**src/rtl/uart_frame_rx.sv**
```systemverilog
// 16x-oversampled UART receiver feeding a frame assembler that splits the byte
// stream on a three-0xFF terminator and latches each frame in a readable buffer.
module uart_frame_rx #(
  parameter int CLK_FREQ = 50000000,
  parameter int BAUD     = 9600,
  parameter int MAX_LEN  = 16
) (
  input  logic       RST_clk,
  input  logic       RST_n,
  input  logic       uart_rx_data,
  output logic [7:0] rx_byte,
  output logic       rx_byte_valid,
  output logic       rx_busy,
  output logic       frame_valid,
  output logic       frame_err,
  output logic [5:0] frame_len,
  input  logic [4:0] rd_addr,
  output logic [7:0] rd_data
);

  localparam int DIV_RAW  = CLK_FREQ / (BAUD * 16);
  localparam int TICK_DIV = (DIV_RAW < 1) ? 1 : DIV_RAW;
  localparam int DW       = (TICK_DIV > 1) ? $clog2(TICK_DIV) : 1;
  localparam int AW       = (MAX_LEN > 1) ? $clog2(MAX_LEN) : 1;

  typedef enum logic [1:0] {IDLE, START, DATA, STOP} state_t;

  logic          sync1_q, sync2_q, rxPrev_q;
  logic          fallEdge, tick;
  state_t        state_q;
  logic [DW-1:0] divCnt_q;
  logic [3:0]    tickCnt_q;
  logic [2:0]    bitIdx_q;
  logic [7:0]    shift_q;
  logic [7:0]    rxByte_q;
  logic          rxByteValid_q, busy_q, stopErr_q;

  logic [7:0] wBuf_q [MAX_LEN];
  logic [7:0] wBuf_d [MAX_LEN];
  logic [7:0] oBuf_q [MAX_LEN];
  logic [7:0] oBuf_d [MAX_LEN];
  logic [5:0] cnt_q, cnt_d, frameLen_q, frameLen_d;
  logic [1:0] ffPend_q, ffPend_d;
  logic       drop_q, drop_d;
  logic       frameValid_q, frameValid_d, frameErr_q, frameErr_d;

  always_ff @(posedge RST_clk or negedge RST_n) begin
    if (!RST_n) begin
      sync1_q  <= 1'b1;
      sync2_q  <= 1'b1;
      rxPrev_q <= 1'b1;
    end else begin
      sync1_q  <= uart_rx_data;
      sync2_q  <= sync1_q;
      rxPrev_q <= sync2_q;
    end
  end

  assign fallEdge = rxPrev_q & ~sync2_q;
  assign tick     = (divCnt_q == DW'(TICK_DIV - 1));

  // The IDLE edge restart overrides the free-running divider so the first
  // tick lands a whole tick period after the detected start edge.
  always_ff @(posedge RST_clk or negedge RST_n) begin
    if (!RST_n) begin
      state_q       <= IDLE;
      divCnt_q      <= '0;
      tickCnt_q     <= '0;
      bitIdx_q      <= '0;
      shift_q       <= '0;
      rxByte_q      <= '0;
      rxByteValid_q <= 1'b0;
      busy_q        <= 1'b0;
      stopErr_q     <= 1'b0;
    end else begin
      rxByteValid_q <= 1'b0;
      stopErr_q     <= 1'b0;
      divCnt_q      <= tick ? '0 : divCnt_q + 1'b1;
      case (state_q)
        IDLE: begin
          if (fallEdge) begin
            state_q   <= START;
            divCnt_q  <= '0;
            tickCnt_q <= '0;
          end
        end
        START: begin
          if (tick) begin
            if (tickCnt_q == 4'd7) begin
              tickCnt_q <= '0;
              bitIdx_q  <= '0;
              if (!sync2_q) begin
                state_q <= DATA;
                busy_q  <= 1'b1;
              end else begin
                state_q <= IDLE;
              end
            end else begin
              tickCnt_q <= tickCnt_q + 4'd1;
            end
          end
        end
        DATA: begin
          if (tick) begin
            if (tickCnt_q == 4'd15) begin
              tickCnt_q <= '0;
              shift_q   <= {sync2_q, shift_q[7:1]};
              if (bitIdx_q == 3'd7) state_q <= STOP;
              else bitIdx_q <= bitIdx_q + 3'd1;
            end else begin
              tickCnt_q <= tickCnt_q + 4'd1;
            end
          end
        end
        STOP: begin
          if (tick) begin
            if (tickCnt_q == 4'd15) begin
              tickCnt_q <= '0;
              busy_q    <= 1'b0;
              state_q   <= IDLE;
              if (sync2_q) begin
                rxByte_q      <= shift_q;
                rxByteValid_q <= 1'b1;
              end else begin
                stopErr_q <= 1'b1;
              end
            end else begin
              tickCnt_q <= tickCnt_q + 4'd1;
            end
          end
        end
        default: state_q <= IDLE;
      endcase
    end
  end

  // stopErr_q and rxByteValid_q are mutually exclusive, so frame_valid and
  // frame_err can never be raised together.
  always_comb begin
    wBuf_d       = wBuf_q;
    oBuf_d       = oBuf_q;
    cnt_d        = cnt_q;
    frameLen_d   = frameLen_q;
    ffPend_d     = ffPend_q;
    drop_d       = drop_q;
    frameValid_d = 1'b0;
    frameErr_d   = 1'b0;
    if (stopErr_q) begin
      cnt_d      = '0;
      ffPend_d   = '0;
      drop_d     = 1'b0;
      frameErr_d = 1'b1;
    end else if (rxByteValid_q) begin
      if (rxByte_q == 8'hFF) begin
        if (ffPend_q == 2'd2) begin
          ffPend_d = '0;
          cnt_d    = '0;
          drop_d   = 1'b0;
          if (drop_q) begin
            frameErr_d = 1'b1;
          end else begin
            frameValid_d = 1'b1;
            frameLen_d   = cnt_q;
            oBuf_d       = wBuf_q;
          end
        end else begin
          ffPend_d = ffPend_q + 2'd1;
        end
      end else if (ffPend_q != 2'd0) begin
        frameErr_d = 1'b1;
        ffPend_d   = '0;
        drop_d     = 1'b0;
        wBuf_d[0]  = rxByte_q;
        cnt_d      = 6'd1;
      end else if (!drop_q) begin
        if (cnt_q == 6'(MAX_LEN)) begin
          drop_d = 1'b1;
        end else begin
          wBuf_d[cnt_q[AW-1:0]] = rxByte_q;
          cnt_d = cnt_q + 6'd1;
        end
      end
    end
  end

  always_ff @(posedge RST_clk or negedge RST_n) begin
    if (!RST_n) begin
      for (int i = 0; i < MAX_LEN; i++) begin
        wBuf_q[i] <= '0;
        oBuf_q[i] <= '0;
      end
      cnt_q        <= '0;
      frameLen_q   <= '0;
      ffPend_q     <= '0;
      drop_q       <= 1'b0;
      frameValid_q <= 1'b0;
      frameErr_q   <= 1'b0;
    end else begin
      wBuf_q       <= wBuf_d;
      oBuf_q       <= oBuf_d;
      cnt_q        <= cnt_d;
      frameLen_q   <= frameLen_d;
      ffPend_q     <= ffPend_d;
      drop_q       <= drop_d;
      frameValid_q <= frameValid_d;
      frameErr_q   <= frameErr_d;
    end
  end

  assign rx_byte       = rxByte_q;
  assign rx_byte_valid = rxByteValid_q;
  assign rx_busy       = busy_q;
  assign frame_valid   = frameValid_q;
  assign frame_err     = frameErr_q;
  assign frame_len     = frameLen_q;
  assign rd_data       = ({1'b0, rd_addr} < frameLen_q) ? oBuf_q[rd_addr[AW-1:0]] : 8'h00;

endmodule

```
**config.mk**
```make
export PLATFORM = sky130hd
export DESIGN_NAME = uart_frame_rx
export DESIGN_NICKNAME = d
export VERILOG_FILES = /design/src/rtl/uart_frame_rx.sv
export SDC_FILE = /design/constraint.sdc
export NUM_CORES = 1
export LEC_CHECK = 0
export BUFFER_PORTS_ARGS = -buffer_cell sky130_fd_sc_hd__clkbuf_2
export CAP_MARGIN = 15
export CORE_MARGIN = 1.5
export CORE_UTILIZATION = 53
export CTS_CLUSTER_SIZE = 10
export DETAILED_ROUTE_END_ITERATION = 6
export PLACE_DENSITY_LB_ADDON = 0.15
export SLEW_MARGIN = 25
export SYNTH_ARGS = -nofsm -noshare
export SYNTH_HDL_FRONTEND = slang
export SYNTH_SLANG_ARGS = --single-unit
export TNS_END_PERCENT = 5
```
**constraint.sdc**
```tcl
create_clock -name RST_clk -period 3.2 [get_ports RST_clk]
set_input_delay 0 -clock RST_clk [delete_from_list [all_inputs] [get_ports RST_clk]]
set_output_delay 0 -clock RST_clk [all_outputs]
set_load 0.005 [all_outputs]
```
Word level (Yosys, flattened, before mapping)
Index checks and enable logic that the tools add are counted.

Register bits after elaboration: 313. Bits of input ports: 8. Output and inout port bits: 26. Logic and storage cells: 193.

Add/sub/neg operators: 5. Magnitude comparators: 4. Eq/ne operators: 26. Muxes and demuxes: 79. Bitwise logic cells: 9. Reduce and logical (&&, ||, !) cells: 20.

Operators by type and width (count): 128-bit 2-to-1 mux (2); 128-bit bitwise mux (1); 6-bit 2-to-1 mux (7); 8-bit 2-to-1 mux (5); 8-bit binary-select mux with 4-bit select (1); 8-bit demux with 4-bit select (1); 1-bit 2-to-1 mux (31); 2-bit 2-to-1 mux (14); 9-bit 2-to-1 mux (3); 2-bit inequality test, second input constant (11); 4-bit 2-to-1 mux (5); 6-bit AND reduction (3); 3-bit 2-to-1 mux (5); 4-bit one-hot mux with 3 select lines (1); 5-bit >= comparator, second input constant (2); 4-bit inverter with 5-bit output (2); 5-bit AND reduction (2); 9-bit by 1-bit adder with 9-bit output, second input constant (1); 9-bit equality test, second input constant (1); 8-bit equality test, second input constant (1); 2-bit one-hot mux with 4 select lines (1); 4-bit AND reduction (2); 8-bit AND reduction (1); 2-bit nonzero test (4); 26 further kinds (36).

Logic depth before layout (Yosys ltp)
Gate-level depths: netlist of the first run.

Depth in word-level cells: 9. Depth in mapped cells: 8. Gate-level depth less buffers: 7.

Worst setup path after synthesis of the first run
No wires, ideal clock.

Path kind: register to register. Start: register cnt_q[0]. End: register wBuf_q[100] in the netlist's numbering. Library setup time: 125 ps. Data arrival time: 1936 ps. Required time: 3075 ps. Setup slack: 1139 ps. Cell stages (with the launch flop): 9. Buffers on the path: 1. Clock period less this slack: 2061 ps. Cells stage by stage: dfrtp_1 -> inv_1 -> ha_1 -> nor3b_1 -> a221oi_2 -> and3_1 -> buf_6 -> nand2_8 -> mux2_4.

Word-level cells in the longest chain between the ends: 6. Elaborated cells on any way between the ends: 10. Those cells by class: order compare (2); eq/ne (1); mux (3); bitwise (2); reduce/logical (2).

RTL lines: from (decl) (RTL line 42) `logic [5:0] cnt_q, cnt_d, frameLen_q, frameLen_d;`; from (signal assigned) (RTL line 201) `cnt_q <= cnt_d;`; 4-bit inverter with 5-bit output (not written as such) (RTL line 179) `wBuf_d[cnt_q[AW-1:0]] = rxByte_q;`; 5-bit >= comparator (not written as such) or 5-bit by 1-bit < comparator with 1-bit output (tied branches) (RTL line 179); 1-bit logical AND (not written as such) (RTL line 179); 8-bit 2-to-1 mux (not written as such) (RTL line 179); 8-bit demux with 4-bit select (RTL line 179); 128-bit bitwise mux (RTL line 179); to (signal assigned) (RTL line 199) `wBuf_q <= wBuf_d;`; to (decl) (RTL line 38) `logic [7:0] wBuf_q [MAX_LEN];`.

Several ways; a longest one is shown, not always the timed one. A chain may end at the register's enable or synchronous reset.

Worst setup path in the final report of the first run
Start: register frameLen_q[1], in the netlist frame_len[1]. End: output port rd_data[3].

Word-level cells in the longest chain between the ends: 2.

RTL lines: from (decl) (RTL line 42); from (signal assigned) (RTL line 202) `frameLen_q <= frameLen_d;`; 5-bit by 6-bit < comparator with 1-bit output (RTL line 216) `assign rd_data = ({1'b0, rd_addr} < frameLen_q) ? oBuf_q[rd_addr[AW-1:0]] : 8'h00;`; 8-bit 2-to-1 mux (RTL line 216); to (decl) (RTL line 18) `output logic [7:0] rd_data`.

No other way between the ends.

==> results.toml, run 1 <==
[outcome]
status = "complete, no violations"

[synth]
synthAdderAreaFrac = 0.0115
syn_avg_cell_area_sq_um = 15.9
synth_cells = 889
ys_ff_latch = 313
yosys.area_share.simple = 0.0638
netlist_area_sq_um = 14100
yosys-top-cells-area = "dfrtp_1 (55%), mux2_2 (12%), mux2_4 (11%), mux4_2 (6.4%), mux2_1 (2.0%)"
synth_top_cells_by_count = "dfrtp_1 (310), mux2_2 (151), mux2_4 (104)"
ys.flop_type = "dfrtp_1"
yosysSeqAreaShare = 0.555
syn-num-nets = 910
yosys_warnings = 0
synth_top_family_by_area = "multiplexers"
synth_mux_area_frac = 0.315
synth_compound_area_frac = 0.0241
synth_top_area_cell = "dfrtp_1"
synthDistinctLibCells = 57
synth-xor-area-share = 0.00683
synth_top_area_frac = 0.550
yosysMostFrequentCell = "dfrtp_1"
async_flop_share = 1.00
synth-edff-count = 0

[clock_network]
h-tree-depth = 2
path_clk_slew_ns = 0.06
cts_root_buffer = "clkbuf_16"
cts_buffers = 37
post-cts-setup-buffers = 0
worstSkewPairLatency_ns = 0.51
tritoncts = "built"
clockBufferDepth = 3
clock_sinks = 313

[global_route]
grt-ovfl-total = 0
grt_pass1_vias = 8293
track_usage = 0.225
grt_antenna_before_repair = 1
grt_max_degree = 105
grt_first_pass_wirelength_um = 48200

[timing]
period_share = 0.797
fmax_ghz = 0.392
hold_viol_final = 0
worstMarginPinSlew_ns = 0.769
fin_skew_ns = 0.0104
rsz0062_at_grt = "no"
layout_min_cycle_time_ns = 2.55
slew_headroom = 0.487
slew_violations = 0
setup-violations-final = 0
setup_tns_ns = 0

[drt]
routed_wl_um = 29600
detail_route.wl_per_cell_um = 23.1
drt-initial-drc-count = 331
drtPass1Iterations = 5
viasPerCell = 5.82
vias = 7478
antenna_left = 0
routed.top_layer = "met4"
m1WireLength_um = 13200
drc_errors = 0
wl_met2_um = 14700
routed-wl-met3_um = 1150

[worst_setup_path]
path_delay_family = "compound AO/OA/AOI/OAI gates"
cpMaxStageDelayCell = "a211o_1"
crit_cells = 7
worstPathRequired_ns = 3.20
criticalPathCategory = "flip-flop to output port"
cpPeakStageDelay_ns = 0.51
critPathArrivalTime_ns = 2.55
setup.worst_path.end_class = "output port"
path_cells = "inv_1 > ha_1 > a21o_1 > a21o_1 > a211o_1 > a21boi_1 > clkbuf_2"
reg2regPathDepth = 6
crit_fanout = 8
cp_common_cell = "a21o_1"
worst_setup_path_start_kind = "flip-flop"
worst-path-buf-inv = 2

[min_path]
hold_class = "primary input to asynchronous set/reset pin"

[flow_run]
cap_viol_max_count = 0

[final_layout]
drive_gt1_frac = 0.455
n_antenna_cell = 0
final_util = 0.604
area_growth_pct = 11.6
fin_nets = 959

[place]
gp_congestion = 0.823
dp_hpwl_um = 19000
port_buffers = 33

[pwr]
p_leak_nw = 7.98
irDropWorstVdd_mv = 0.499
p_total_mw = 8.16
cellPowerDensity_nw_per_um2 = 518

[die]
die_width_um = 166
core.rowCount = 59
die_y_um = 166
start_util = 0.541
core_sq_um = 26100
die-area_sq_um = 27600
pin_count = 34
==> placed cells by master, fill, tap and decap left out, types with 13 or more instances in the layout <==
cell and count:
dfrtp_1 310, mux2_2 151, mux2_4 104, mux4_2 40
clkbuf_16 39, clkbuf_2 32, nor2_1 27, mux2_1 25
buf_4 19, o21ai_0 15, nand3_1 14, ha_1 13
==> flip-flops by register name (all words and copies together), names as in the netlist, 2 cells and up, named ones only <==
| name | count |
|---|---|
| shift_q | 8 |
| frame_len | 6 |
| ffPend_q | 2 |
| bitIdx_q | 3 |
| rx_byte | 8 |
| cnt_q | 6 |
| divCnt_q | 9 |
| tickCnt_q | 4 |
| wBuf_q | 128 |
| oBuf_q | 128 |
==> kinds of logic (layout without fill, tap and decap cells) <==
| logic type | Yosys count | count (layout) |
|---|---|---|
| multiplexers | 320 | 320 |
| AO/OA/AOI/OAI | 50 | 50 |
| adder cells (fa/ha/maj) | 13 | 13 |
| buffers and inverters | 63 | 123 |
| AND/OR/NAND/NOR | 119 | 119 |
| XOR/XNOR | 11 | 11 |
| flip-flops | 313 | 313 |
==> stage by stage <==
| step | instances | setup slack, ns | hold slack, ns | instance area, sq um |
|---|---|---|---|---|
| 6_report | 1284 | 0.649 | 0.0570 | 15700 |
| 5_1_grt | 1284 | 0.453 | 0.109 | 15700 |
| 4_1_cts | 1284 | 0.606 | 0.0854 | 15700 |
| 3_5_place_dp | 1232 | 0.662 | 0.0221 | 14700 |
| 3_3_place_gp | 1232 | 0.725 | 0.0120 | 14700 |
| 2_1_floorplan | 889 | 1.14 | -0.296 | 14100 |
==> area by class of cell <==
| class | instances | area, sq um |
|---|---|---|
| fillers | 1950 | 10300 |
| flip-flops and latches | 313 | 7840 |
| multi-input cells | 513 | 5950 |
| clock buffers | 49 | 1020 |
| repair buffers | 60 | 458 |
| well taps | 335 | 419 |
| inverters | 13 | 50.0 |
| clock inverters | 1 | 8.76 |
==> worst paths after layout <==
check,from,endpoint,slack (ns)
min in group RST_clk,uart_rx_data,sync1_q$_DFF_PN1_,0.16
max,frame_len[1]$_DFFE_PN0P_,rd_data[3],0.65
max reg2reg,rx_byte[3]$_DFFE_PN0P_,frame_len[4]$_DFFE_PN0P_,0.67
min,RST_n,oBuf_q[111]$_DFFE_PN0P_,0.06
max in group asynchronous,RST_n,wBuf_q[50]$_DFFE_PN0P_,2.08
min reg2reg,sync1_q$_DFF_PN1_,sync2_q$_DFF_PN1_,0.36
==> power by group <==
| part | switching (mW) | total, mW | internal (mW) |
|---|---|---|---|
| Clock | 1.49 | 3.70 | 2.20 |
| Sequential | 0.0872 | 4.10 | 4.02 |
| Combinational | 0.224 | 0.362 | 0.138 |
==> routing by layer <==
metal | up-vias | global-route usage
met3 | 41 | 0.0348
met4 | 0 | 0.0603
li1 | 3309 | -
met5 | - | 0
met1 | 3996 | 0.311
met2 | 132 | 0.372
==> what timing repair did <==
| item | in CTS | in global routing |
|---|---|---|
| resized for setup | 0 | 0 |
| endpoints found under the hold margin | 80 | 0 |
| hold buffers | 2 | 0 |
Note: power is estimated with default switching activity, not from simulation.
==> inputs of run 2 (changes only) <==
==> constraint.sdc (replaced) <==
create_clock -name RST_clk -period 2.5 [get_ports RST_clk]
set_input_delay 0 -clock RST_clk [delete_from_list [all_inputs] [get_ports RST_clk]]
set_output_delay 0 -clock RST_clk [all_outputs]
set_load 0.005 [all_outputs]
==> run 2 against run 1 <==
Net effect: setup slack got worse by 0.60 ns; critical path depth unchanged; final cell count is 0.93% higher; die area did not move; hold slack improved by 0.020 ns; total power grew 29%; sequential power grew 28%; register-to-register slack worse by 0.51 ns; combinational power grew 33%; non-clock buffer count rose by 12; first-iteration DRC count decreased by 6.9%; design area up 1.2%; largest power group unchanged.
==> results.toml, run 2 (same netlist as run 1, synthesis figures left out) <==
[outcome]
status = "complete, no violations"

[pwr]
p_leak_nw = 8.07
netSwitchingFraction = 0.222
clock_power_share = 0.454
switching_power_mw = 2.33
pwr-share-comb = 0.046
irDropWorstVdd_mv = 0.616
cellPowerDensity_nw_per_um2 = 659
seqPwrFrac = 0.500
p_int_mw = 8.17

[timing]
setup-violations-final = 0
fmax_ghz = 0.408
setup_slack_ns = 0.0518
slew_headroom = 0.574
slew_violations = 0
hold_viol_final = 0
worstMarginPinSlew_ns = 0.639
period_share = 0.979
layout_min_cycle_time_ns = 2.45
rsz0062_at_grt = "yes"
setup_tns_ns = 0
fin_skew_ns = 0.0202

[worst_setup_path]
worstPathRequired_ns = 2.50
reg2regPathDepth = 8
worst_setup_path_start_kind = "flip-flop"
setup.worst_path.end_class = "output port"
r2r_setup_slack_ns = 0.16
critPathArrivalTime_ns = 2.45
regToRegStartpoint = "cnt_q[1]$_DFFE_PN0P_"
crit_fanout = 8
criticalPathCategory = "flip-flop to output port"
r2r_end = "wBuf_q[96]$_DFFE_PN0P_"

[place]
port_buffers = 33
dp_hpwl_um = 19300
post-place-ws_ns = 0.120
gp_congestion = 0.921

[clock_network]
clock_sinks = 313
worstSkewPairLatency_ns = 0.52
cts_buffers = 37
h-tree-depth = 2
cts_root_buffer = "clkbuf_16"
path_clk_slew_ns = 0.06
post-cts-setup-buffers = 0
tritoncts = "built"
clockBufferDepth = 3

[drt]
routed_wl_um = 29400
drc_errors = 0
drt-initial-drc-count = 308
detail_route.wl_per_cell_um = 22.6
drtPass1Iterations = 5
antenna_left = 0
viasPerCell = 5.85
vias = 7578

[die]
core_sq_um = 26100
core.rowCount = 59
die_y_um = 166
die-area_sq_um = 27600
pin_count = 34
start_util = 0.541
die_width_um = 166

[final_layout]
fillers = 1912
area_growth_pct = 12.9
n_antenna_cell = 0
largestRegisters = "oBuf_q x128, wBuf_q x128, divCnt_q x9"
fin_nets = 971
drive_gt1_frac = 0.467
final_common_cell = "dfrtp_1"
final_cell_mix = "dfrtp_1 (309), mux2_2 (151), mux2_4 (104)"

[global_route]
grt-ovfl-total = 0
grt_max_degree = 80
grt_first_pass_wirelength_um = 47900
grt_antenna_before_repair = 0
grt_pass1_vias = 8290
track_usage = 0.223

[min_path]
hold_class = "primary input to asynchronous set/reset pin"

[flow_run]
cap_viol_max_count = 0
## run 2: cell types whose count changed in the layout (fill, tap and decap cells not counted)
cell      delta
buf_12       +6
buf_4        +6
a211o_1      -1
a211o_2      +1
a21boi_1     -1
a21boi_2     +1
and3_1       -1
and3_2       +1
clkbuf_1     -1
clkbuf_8     +1
dfrtp_1      -1
dfrtp_2      +1
## run 2: power groups by stage
stage | logic, mW | registers, mW | clock network [mW]
final | 0.482 | 5.25 | 4.77
after global routing | 0.545 | 5.26 | 5.11
after CTS | 0.491 | 5.25 | 4.90
after detailed placement | 0.487 | 5.34 | 0
after global placement | 0.457 | 5.33 | 0
after floorplan | 0.319 | 5.28 | 0
## run 2: metrics by stage
| step | hold WS, ns | cell area [sq um] | utilization | instances | power (mW) |
|---|---|---|---|---|---|
| 2_1_floorplan | -0.296 | 14100 | - | 889 | 5.60 |
| 3_3_place_gp | 0.0270 | 14900 | 0.570 | 1244 | 5.78 |
| 3_5_place_dp | 0.0409 | 14900 | 0.570 | 1244 | 5.82 |
| 4_1_cts | 0.0921 | 15900 | 0.611 | 1296 | 10.6 |
| 5_1_grt | 0.127 | 15900 | 0.611 | 1296 | 10.9 |
| 6_report | 0.0767 | 15900 | 0.611 | 1296 | 10.5 |
## run 2: how the worst max path moves through the flow
stage	to	cells after the start	startpoint	slack, ns
3_5_place_dp	wBuf_q[94]$_DFFE_PN0P_	7	cnt_q[0]$_DFFE_PN0P_	0.12
3_3_place_gp	wBuf_q[90]$_DFFE_PN0P_	7	cnt_q[0]$_DFFE_PN0P_	0.23
2_1_floorplan	wBuf_q[100]$_DFFE_PN0P_	8	cnt_q[0]$_DFFE_PN0P_	0.44
5_1_grt	rd_data[0]	7	frame_len[1]$_DFFE_PN0P_	0.005
6_report	rd_data[0]	7	frame_len[1]$_DFFE_PN0P_	0.05
4_1_cts	rd_data[7]	7	frame_len[1]$_DFFE_PN0P_	0.006
## run 2: timing repair
item	in CTS	in global routing
hold buffers	2	0
endpoints found under the hold margin	104	0
gates resized for setup	0	4
setup endpoints to repair	0	36
## run 2: critical path, cell delays in order (launching register included)
cell and delay [ns]:
dfrtp_1 0.35, inv_1 0.07, ha_1 0.28, a21o_1 0.16, a21o_1 0.17, a211o_2 0.44, a21boi_1 0.28, clkbuf_2 0.17
## run 2: cell type report
type | instances | area [sq um] | share of cell area
clock buffer | 49 | 1030 | 0.0649
clock inverter | 1 | 8.76 | 0.000550
inverter | 13 | 50.0 | 0.00314
multi-input combinational | 513 | 5960 | 0.374
sequential | 313 | 7840 | 0.492
tap | 335 | 419 | 0.0263
timing repair buffer | 72 | 623 | 0.0391
## run 2: routing by layer
metal  track usage  up-vias  wire, um
met4        0.0736        0       720
met5             0        -         0
met1         0.317     4057     13400
li1              -     3329         -
met2         0.355      146     14000
met3        0.0353       46      1190
==> inputs of run 3 (changes only) <==
--- a/config.mk
+++ b/config.mk
@@ -5,6 +5,7 @@
 export SDC_FILE = /design/constraint.sdc
 export NUM_CORES = 1
 export LEC_CHECK = 0
+export ABC_AREA = 1
 export BUFFER_PORTS_ARGS = -buffer_cell sky130_fd_sc_hd__clkbuf_2
 export CAP_MARGIN = 15
 export CORE_MARGIN = 1.5
==> run 3 against run 2 <==
Net effect: design area is 0.17% higher; sequential power hardly changed; flip-flop and latch count unchanged; largest power group unchanged.
==> results.toml, run 3 <==
[worst_setup_path]
cpMaxStageDelayCell = "dfrtp_1"
criticalPathCategory = "flip-flop to output port"
critPathArrivalTime_ns = 2.27
worst_setup_path_start_kind = "flip-flop"
crit_fanout = 8
setup.worst_path.end_class = "output port"
path_cells = "inv_1 > ha_1 > a21o_1 > a22oi_1 > o21ai_2 > a21oi_1 > clkbuf_2"
cpPeakStageDelay_ns = 0.39
worstPathRequired_ns = 2.50

[clock_network]
clock_sinks = 313
cts_root_buffer = "clkbuf_16"
path_clk_slew_ns = 0.05
worstSkewPairLatency_ns = 0.52
h-tree-depth = 2
clockBufferDepth = 3
cts_buffers = 37
tritoncts = "built"

[drt]
viasPerCell = 5.30
drtPass1Iterations = 5
antenna_left = 0
drc_errors = 0
drt-initial-drc-count = 856
routed_wl_um = 36200
detail_route.wl_per_cell_um = 16.6
vias = 11516

[final_layout]
drive_gt1_frac = 0.104
largestRegisters = "oBuf_q x128, wBuf_q x128, divCnt_q x9"
final_common_cell = "nand2_1"
fin_area_sq_um = 16000
fin_nets = 1848
n_antenna_cell = 0
area_growth_pct = 10.9
final_util = 0.595
final_cell_mix = "nand2_1 (756), dfrtp_1 (310), nand3_1 (224)"

[timing]
worstMarginPinSlew_ns = 0.854
slew_violations = 0
rsz0062_at_grt = "no"
setup_tns_ns = 0
fin_skew_ns = 0.0217
period_share = 0.909
fmax_ghz = 0.440
hold_viol_final = 0
layout_min_cycle_time_ns = 2.27
slew_headroom = 0.427
setup-violations-final = 0

[global_route]
grt_antenna_before_repair = 0
grt-ovfl-total = 0
grt_first_pass_wirelength_um = 60000
track_usage = 0.270
grt_max_degree = 79
grt_pass1_vias = 11447

[synth]
synth_cells = 1797
yosys_warnings = 0
yosysSeqAreaShare = 0.545
synth-edff-count = 0
yosys-top-cells-area = "dfrtp_1 (54%), nand2_1 (20%), nand3_1 (7.8%), inv_1 (3.5%), o21ai_1 (2.7%)"
synthDistinctLibCells = 40
ys_ff_latch = 313
syn-num-nets = 1818
netlist_area_sq_um = 14400
ys.flop_type = "dfrtp_1"
synth_top_area_frac = 0.539
yosysMostFrequentCell = "nand2_1"
syn_avg_cell_area_sq_um = 8.01
synth_top_area_cell = "dfrtp_1"
async_flop_share = 1.00
synth_top_cells_by_count = "nand2_1 (756), dfrtp_1 (310), nand3_1 (224)"

[place]
dp_hpwl_um = 22900
port_buffers = 33
gp_congestion = 0.826
placed_area_sq_um = 15000

[pwr]
p_leak_nw = 8.56
irDropWorstVdd_mv = 0.676
cellPowerDensity_nw_per_um2 = 665

[flow_run]
cap_viol_max_count = 0

[die]
die-area_sq_um = 28100
pin_count = 34
die_width_um = 168
core_sq_um = 26800
die_y_um = 168
core.rowCount = 60
start_util = 0.537

[outcome]
status = "complete, no violations"

[min_path]
hold_class = "primary input to asynchronous set/reset pin"
run 3: worst paths after layout:
check	slack, ns	cells after the start	to	start
max reg2reg	0.50	7	wBuf_q[5]$_DFFE_PN0P_	cnt_q[0]$_DFFE_PN0P_
max in group asynchronous	1.69	3	rxPrev_q$_DFF_PN1_	RST_n
min reg2reg	0.36	0	sync2_q$_DFF_PN1_	sync1_q$_DFF_PN1_
min in group RST_clk	0.12	2	sync1_q$_DFF_PN1_	uart_rx_data
max	0.23	7	rd_data[6]	frame_len[3]$_DFFE_PN0P_
min	0.06	2	oBuf_q[39]$_DFFE_PN0P_	RST_n
run 3: through the flow:
stage	setup slack [ns]	hold WS (ns)	power, mW	std cells
after CTS	0.0628	0.0797	10.7	2174
after detailed placement	0.532	0.0277	6.08	2127
after global placement	0.591	0.0276	6.06	2127
after global routing	0.0963	0.109	11.0	2174
after floorplan	0.874	-0.296	5.79	1797
final	0.228	0.0594	10.6	2174
run 3: cell type report:
class / instances / area (sq um)
clock inverters: 2 / 17.5
repair buffers: 79 / 651
multi-input cells: 1258 / 5540
flip-flops and latches: 313 / 7840
fillers: 2456 / 10800
inverters: 138 / 526
clock buffers: 43 / 958
well taps: 341 / 427
run 3: kinds of logic (layout without fill, tap and decap cells):
group	count (synthesis)	count (layout)	share of synthesized area
flops	313	313	0.545
xor+xnor	1	1	0.000609
simple gates	1115	1115	0.327
compound gates	129	129	0.0464
fa+ha+maj	13	13	0.0113
buf+inv	226	262	0.0704
run 3: layer usage:
metal | up-vias | track usage | routed length, um
li1 | 5678 | - | -
met1 | 5479 | 0.380 | 16800
met2 | 281 | 0.428 | 16500
met3 | 78 | 0.0454 | 1840
met4 | 0 | 0.0893 | 1040
met5 | - | 0 | 0
run 3: what timing repair did:
action,CTS,global route
endpoints found under the setup margin,0,8
endpoints found under the hold margin,284,0
hold buffers,2,0
gates resized for setup,0,1
buffers inserted,0,0
run 3: power by group:
| group | switching (mW) | internal [mW] | leakage, nW | total, mW |
|---|---|---|---|---|
| combinational | 0.502 | 0.234 | 3.73 | 0.736 |
| clock | 1.94 | 2.67 | 0.478 | 4.61 |
| sequential | 0.0943 | 5.16 | 4.35 | 5.26 |
run 3: critical path, delay by kind of cell (launching register included):
family,cells,cell delay (ns)
AO/OA/AOI/OAI,4,0.82
adder cells (fa/ha/maj),1,0.31
flip-flops,1,0.39
buffers and inverters,2,0.23
